### src/rtl/pc_gen.sv
// pc_gen: fetch-stage next-PC generator.
// Owns the fetch PC and selects the next PC each cycle from the exception
// redirect, EXE misprediction recovery, the ID taken prediction, or the
// sequential increment. Redirects seen while fetch is stalled are parked in a
// pending buffer and replayed when the stall releases.
// Optional feature: define PC_GEN_PERF_CNT_EN to build the performance
// counters; otherwise cnt_redirect / cnt_mispredict are tied to zero.
module pc_gen #(
   parameter logic [31:0] RESET_PC = 32'hBFC0_0000
) (
   input  logic        clk,
   input  logic        rst,
   input  logic        Stall_IF,
   input  logic        take_pre,
   input  logic [31:0] Target_pre,
   input  logic        mis_predict,
   input  logic [31:0] fix_PC,
   input  logic        exc_valid,
   input  logic [31:0] exc_PC,
   output logic [29:0] PC_IF,
   output logic        inst_req,
   output logic        Flush_IF,
   output logic        Flush_ID,
   output logic [31:0] cnt_redirect,
   output logic [31:0] cnt_mispredict
);

   typedef enum logic [1:0] {
      BOOT,
      RUN,
      HOLD
   } state_t;

   // Ordered so that a numerically larger source has higher priority.
   typedef enum logic [1:0] {
      SRC_NONE,
      SRC_PRE,
      SRC_MIS,
      SRC_EXC
   } src_t;

   state_t      state;
   src_t        redir_src;
   logic [29:0] redir_addr;
   src_t        pend_src;
   logic [29:0] pend_addr;
   logic        redir_any;
   logic        redir_applied;

   // Byte-offset bits of the redirect addresses are not used by word fetch.
   logic        unused_lsbs;
   assign unused_lsbs = ^{Target_pre[1:0], fix_PC[1:0], exc_PC[1:0]};

   // Pick the winning redirect source for this cycle.
   always_comb begin
      redir_src  = SRC_NONE;
      redir_addr = '0;
      if (exc_valid) begin
         redir_src  = SRC_EXC;
         redir_addr = exc_PC[31:2];
      end else if (mis_predict) begin
         redir_src  = SRC_MIS;
         redir_addr = fix_PC[31:2];
      end else if (take_pre) begin
         redir_src  = SRC_PRE;
         redir_addr = Target_pre[31:2];
      end
   end

   assign redir_any = (redir_src != SRC_NONE);

   // Flushes follow the live redirect inputs only; a replay from the pending
   // buffer never re-flushes. take_pre keeps the delay slot in IF.
   always_comb begin
      Flush_IF = exc_valid | mis_predict;
      Flush_ID = exc_valid;
   end

   // A redirect reaches PC_IF this cycle (used by the redirect counter).
   always_comb begin
      redir_applied = 1'b0;
      case (state)
         BOOT:    redir_applied = redir_any;
         RUN:     redir_applied = redir_any & ~Stall_IF;
         HOLD:    redir_applied = ~Stall_IF;
         default: redir_applied = 1'b0;
      endcase
   end

   // Fetch FSM: PC update, pending redirect buffer and fetch request.
   always_ff @(posedge clk or posedge rst) begin
      if (rst) begin
         state     <= BOOT;
         PC_IF     <= RESET_PC[31:2];
         inst_req  <= 1'b0;
         pend_src  <= SRC_NONE;
         pend_addr <= '0;
      end else begin
         case (state)
            BOOT: begin
               // Fetch starts at RESET_PC unless a redirect is already waiting.
               state    <= RUN;
               inst_req <= 1'b1;
               if (redir_any) begin
                  PC_IF <= redir_addr;
               end
            end
            RUN: begin
               inst_req <= 1'b1;
               if (!Stall_IF) begin
                  if (redir_any) begin
                     PC_IF <= redir_addr;
                  end else begin
                     PC_IF <= PC_IF + 30'd1;
                  end
               end else if (redir_any) begin
                  pend_src  <= redir_src;
                  pend_addr <= redir_addr;
                  state     <= HOLD;
               end
            end
            HOLD: begin
               inst_req <= 1'b1;
               if (!Stall_IF) begin
                  // Same-cycle redirect of equal or higher priority beats the
                  // parked one, mirroring the overwrite rule while stalled.
                  if (redir_any && (redir_src >= pend_src)) begin
                     PC_IF <= redir_addr;
                  end else begin
                     PC_IF <= pend_addr;
                  end
                  pend_src  <= SRC_NONE;
                  pend_addr <= '0;
                  state     <= RUN;
               end else if (redir_any && (redir_src >= pend_src)) begin
                  pend_src  <= redir_src;
                  pend_addr <= redir_addr;
               end
            end
            default: begin
               state    <= BOOT;
               inst_req <= 1'b0;
               pend_src <= SRC_NONE;
            end
         endcase
      end
   end

`ifdef PC_GEN_PERF_CNT_EN
   // Count every cycle in which a redirect lands on PC_IF.
   always_ff @(posedge clk or posedge rst) begin
      if (rst) begin
         cnt_redirect <= '0;
      end else if (redir_applied) begin
         cnt_redirect <= cnt_redirect + 32'd1;
      end
   end

   // Count mispredictions that are not masked by an exception.
   always_ff @(posedge clk or posedge rst) begin
      if (rst) begin
         cnt_mispredict <= '0;
      end else if (mis_predict && !exc_valid) begin
         cnt_mispredict <= cnt_mispredict + 32'd1;
      end
   end
`else
   logic unused_redir_applied;
   assign unused_redir_applied = redir_applied;

   assign cnt_redirect   = '0;
   assign cnt_mispredict = '0;
`endif

endmodule
### config.mk
export PLATFORM = sky130hd
export DESIGN_NAME = pc_gen
export DESIGN_NICKNAME = d
export VERILOG_FILES = /design/src/rtl/pc_gen.sv
export SDC_FILE = /design/constraint.sdc
export NUM_CORES = 1
export LEC_CHECK = 0
export CAP_MARGIN = 20
export CORE_MARGIN = 3
export CORE_UTILIZATION = 41
export CTS_CLUSTER_DIAMETER = 60
export DETAILED_ROUTE_END_ITERATION = 12
export GPL_TIMING_DRIVEN = 0
export PLACE_DENSITY = 0.78
export SYNTH_ARGS = -nofsm -noshare
export SYNTH_HDL_FRONTEND = slang
export SYNTH_SLANG_ARGS = --single-unit
### constraint.sdc
create_clock -name clk -period 2.25 [get_ports clk]
set_clock_uncertainty 0.2 [all_clocks]
set_input_delay 0.45 -clock clk [delete_from_list [all_inputs] [get_ports clk]]
set_output_delay 0.45 -clock clk [all_outputs]
set_load 0.02 [all_outputs]
==> flow_summary.yaml <==
status:
  status: "finished with violations"
  violations: "negative setup slack"
sta:
  fin_crit_sh: 1.16
  setup_viol: 62
  finalSetupTns_ns: -9.25
  rsz0062_at_grt: "true"
  worstMarginPinSlew_ns: 0.928
  slew_headroom: 0.375
  hold_violations: 0
  fin_hold_ws_ns: 0.304
  slew_viol_final: 0
  fin_ws_ns: -0.350
  fmax_mhz: 385
  period_minus_slack_ns: 2.60
die:
  core_area_um2: 12800
  die_height_um: 121
  num_rows: 41
  die_w_um: 121
  ioPinCount: 199
  dieArea_um2: 14700
  start_util: 0.425
cts:
  cts_max_path_buffers: 2
  cts_sinks: 65
  postCtsHoldBufs: 0
  cts_buffers: 9
  clockRootBuffer: "clkbuf_16"
  clk_pin_slew_ns: 0.05
  h-tree-depth: 3
  cts_tree: "yes"
  worstSkewPairLatency_ns: 0.35
power:
  p_leak_nw: 3.68
  total_power_mw: 11.6
  peakVddDrop_mv: 0.536
  pwr_density_cell_nw_per_um2: 1330
finish:
  diodes: 0
  finalNetCount: 1038
  fillers: 1001
  fin_util: 0.686
  post_route_cells_drive_above_1_share: 0.314
  syn2layout_area_growth_pct: 61.5
routing:
  drc: 0
  ant_nets: 0
  routed_wl_um: 23200
  drt_first_pass_iters: 6
  wl_per_cell_um: 20.9
  viasPerCell: 6.02
  num_vias: 6654
  drt-initial-drc-count: 1011
placed_design:
  port_buffers: 127
  routabilityCongestion: 0.980
  hpwl_um: 14900
synthesis:
  synth_edf_count: 0
  yosysWarnings: 0
  ys_seq_area_frac: 0.302
  synth_cell_types: 69
  syn_inst: 682
  ys_async_sr_fraction: 1.00
  avgSynthCellArea_um2: 7.96
  synth-main-ff-cell: "dfrtp_1"
  ys_ff_latch: 65
  synth_area_um2: 5430
critical_path:
  cp.required_ns: 2.27
  critPathKind: "in -> reg"
  cp-end-kind: "register"
  cp_max_fo: 6
  critPathLaunchType: "input pin"
  critical_path_arrival_ns: 2.62
global_routing:
  track_usage: 0.294
  grt_pass1_wl_um: 33300
  grt_max_degree: 42
  antenna_found_initial: 0
  grt_pass1_vias: 6026
  grt.overflow.total: 0
hold_path:
  worstHoldPathType: "reg -> reg"
job:
  cap_viol_max_count: 0
## flip-flops by register name, indices dropped and copies added (netlist names)
register / flops
inst_req: 1
pend_src: 2
state: 2
pend_addr: 30
PC_IF: 30
## worst max-delay path, stage by stage
cell and delay, ns:
buf_12 0.11, buf_6 0.11, clkbuf_16 0.14, nor2_4 0.18
ha_4 0.22, nand2b_4 0.15, a21oi_4 0.20, buf_6 0.13
nor2_4 0.04, buf_6 0.15, buf_6 0.13, buf_6 0.12
o21ai_1 0.19, and3_1 0.24, a21oi_2 0.07
## path summary, 6_finish.rpt
path                            slack [ns]                  start                        end  cells past startpoint
worst max-delay path                 -0.35              exc_valid      PC_IF[12]$_DFFE_PP0P_                     15
worst min-delay path                  0.30  PC_IF[24]$_DFFE_PP1P_      PC_IF[24]$_DFFE_PP1P_                      1
worst max register to register       -0.21   state[0]$_DFFE_PP0P_      PC_IF[12]$_DFFE_PP0P_                     10
worst min register to register        0.30  PC_IF[24]$_DFFE_PP1P_      PC_IF[24]$_DFFE_PP1P_                      1
max in group asynchronous             0.83                    rst      PC_IF[29]$_DFFE_PP1P_                      3
min in group asynchronous             0.35                    rst  pend_addr[23]$_DFFE_PP0P_                      2
## report_power, final
part	total [mW]	leakage [nW]	internal, mW	switching (mW)
registers	2.56	0.787	1.85	0.717
clock network	1.62	0.163	1.06	0.560
logic	7.45	2.73	3.33	4.12
total	11.6	3.68	6.24	5.40
## metrics by stage
stage / worst slack (ns) / cells / instance area [µm²]
2_1_floorplan: -0.388 / 745 / 5830
3_3_place_gp: -1.57 / 1044 / 7320
3_5_place_dp: -1.63 / 1045 / 7340
4_1_cts: -0.216 / 1088 / 8230
5_1_grt: -0.340 / 1106 / 8770
6_report: -0.350 / 1106 / 8770
## cell usage in the layout, fill, tap and decap left out, types with 8 or more instances in the layout
master and count:
nor2_1 24, inv_1 15, buf_4 92, nand2_1 82
clkbuf_1 10, o21ai_2 20, dfrtp_1 51, a21oi_1 12
a21o_1 8, dfstp_2 9, o21ai_1 21, a22oi_1 27
a221o_1 11, xnor2_1 15, and3_4 8, clkbuf_16 12
buf_2 8, a21oi_2 14, o22ai_1 19, conb_1 64
buf_6 19, o21ai_0 54, clkdlybuf4s50_1 124, a22o_1 21
## synthesized netlist by cell type (4+ instances only)
master	number	area (µm²)
a22oi_1	27	203
nand2_1	85	319
nand2b_1	4	25.0
ha_1	7	87.6
nand2_2	5	31.3
buf_2	14	70.1
inv_1	16	60.1
o21ai_1	11	55.1
a21oi_1	26	130
o21ai_0	85	425
xnor2_1	15	131
nor3_1	8	40.0
nand4_1	7	43.8
and3_1	14	87.6
nand3_1	17	85.1
a211oi_1	6	45.0
dfstp_2	9	236
buf_4	67	503
dfrtp_1	56	1400
a221o_1	11	110
o22ai_1	21	131
a221oi_1	7	61.3
a22o_1	21	184
a21o_1	9	67.6
nor3b_1	5	37.5
nor2_1	31	116
clkbuf_1	23	86.3
mux2_2	4	45.0
a31oi_1	8	50.1
## per-layer routing
| layer | GRT usage | part of all wire | wire [µm] | vias up |
|---|---|---|---|---|
| li1 | - | - | - | 2899 |
| met1 | 0.387 | 0.37 | 8650 | 3042 |
| met2 | 0.462 | 0.45 | 10400 | 580 |
| met3 | 0.0704 | 0.13 | 2920 | 133 |
| met4 | 0.124 | 0.051 | 1190 | 0 |
| met5 | 0 | 0 | 0 | - |
## kinds of logic after synthesis
logic type	after synthesis	share of synthesized area
AO/OA/AOI/OAI	261	0.319
XOR/XNOR	15	0.0242
adder cells (fa/ha/maj)	7	0.0161
buffers and inverters	126	0.139
flip-flops	65	0.302
multiplexers	5	0.0101
other	1	0.000691
AND/OR/NAND/NOR	202	0.189
## repair_timing
action,in CTS,in global routing
gates resized for setup,97,110
pin swaps,38,56
setup endpoints to repair,66,65
cloned,4,1
setup buffers,23,20
## area by class of cell
class / instances / area, µm² / area share
sequential: 65 / 1640 / 0.188
clock inverter: 2 / 60.1 / 0.00685
buffer: 107 / 843 / 0.0962
tap: 172 / 215 / 0.0245
multi-input combinational: 555 / 3860 / 0.440
inverter: 17 / 75.1 / 0.00856
clock buffer: 14 / 274 / 0.0313
timing repair buffer: 174 / 1800 / 0.205
No activity file was read; power rests on OpenSTA's default activity.
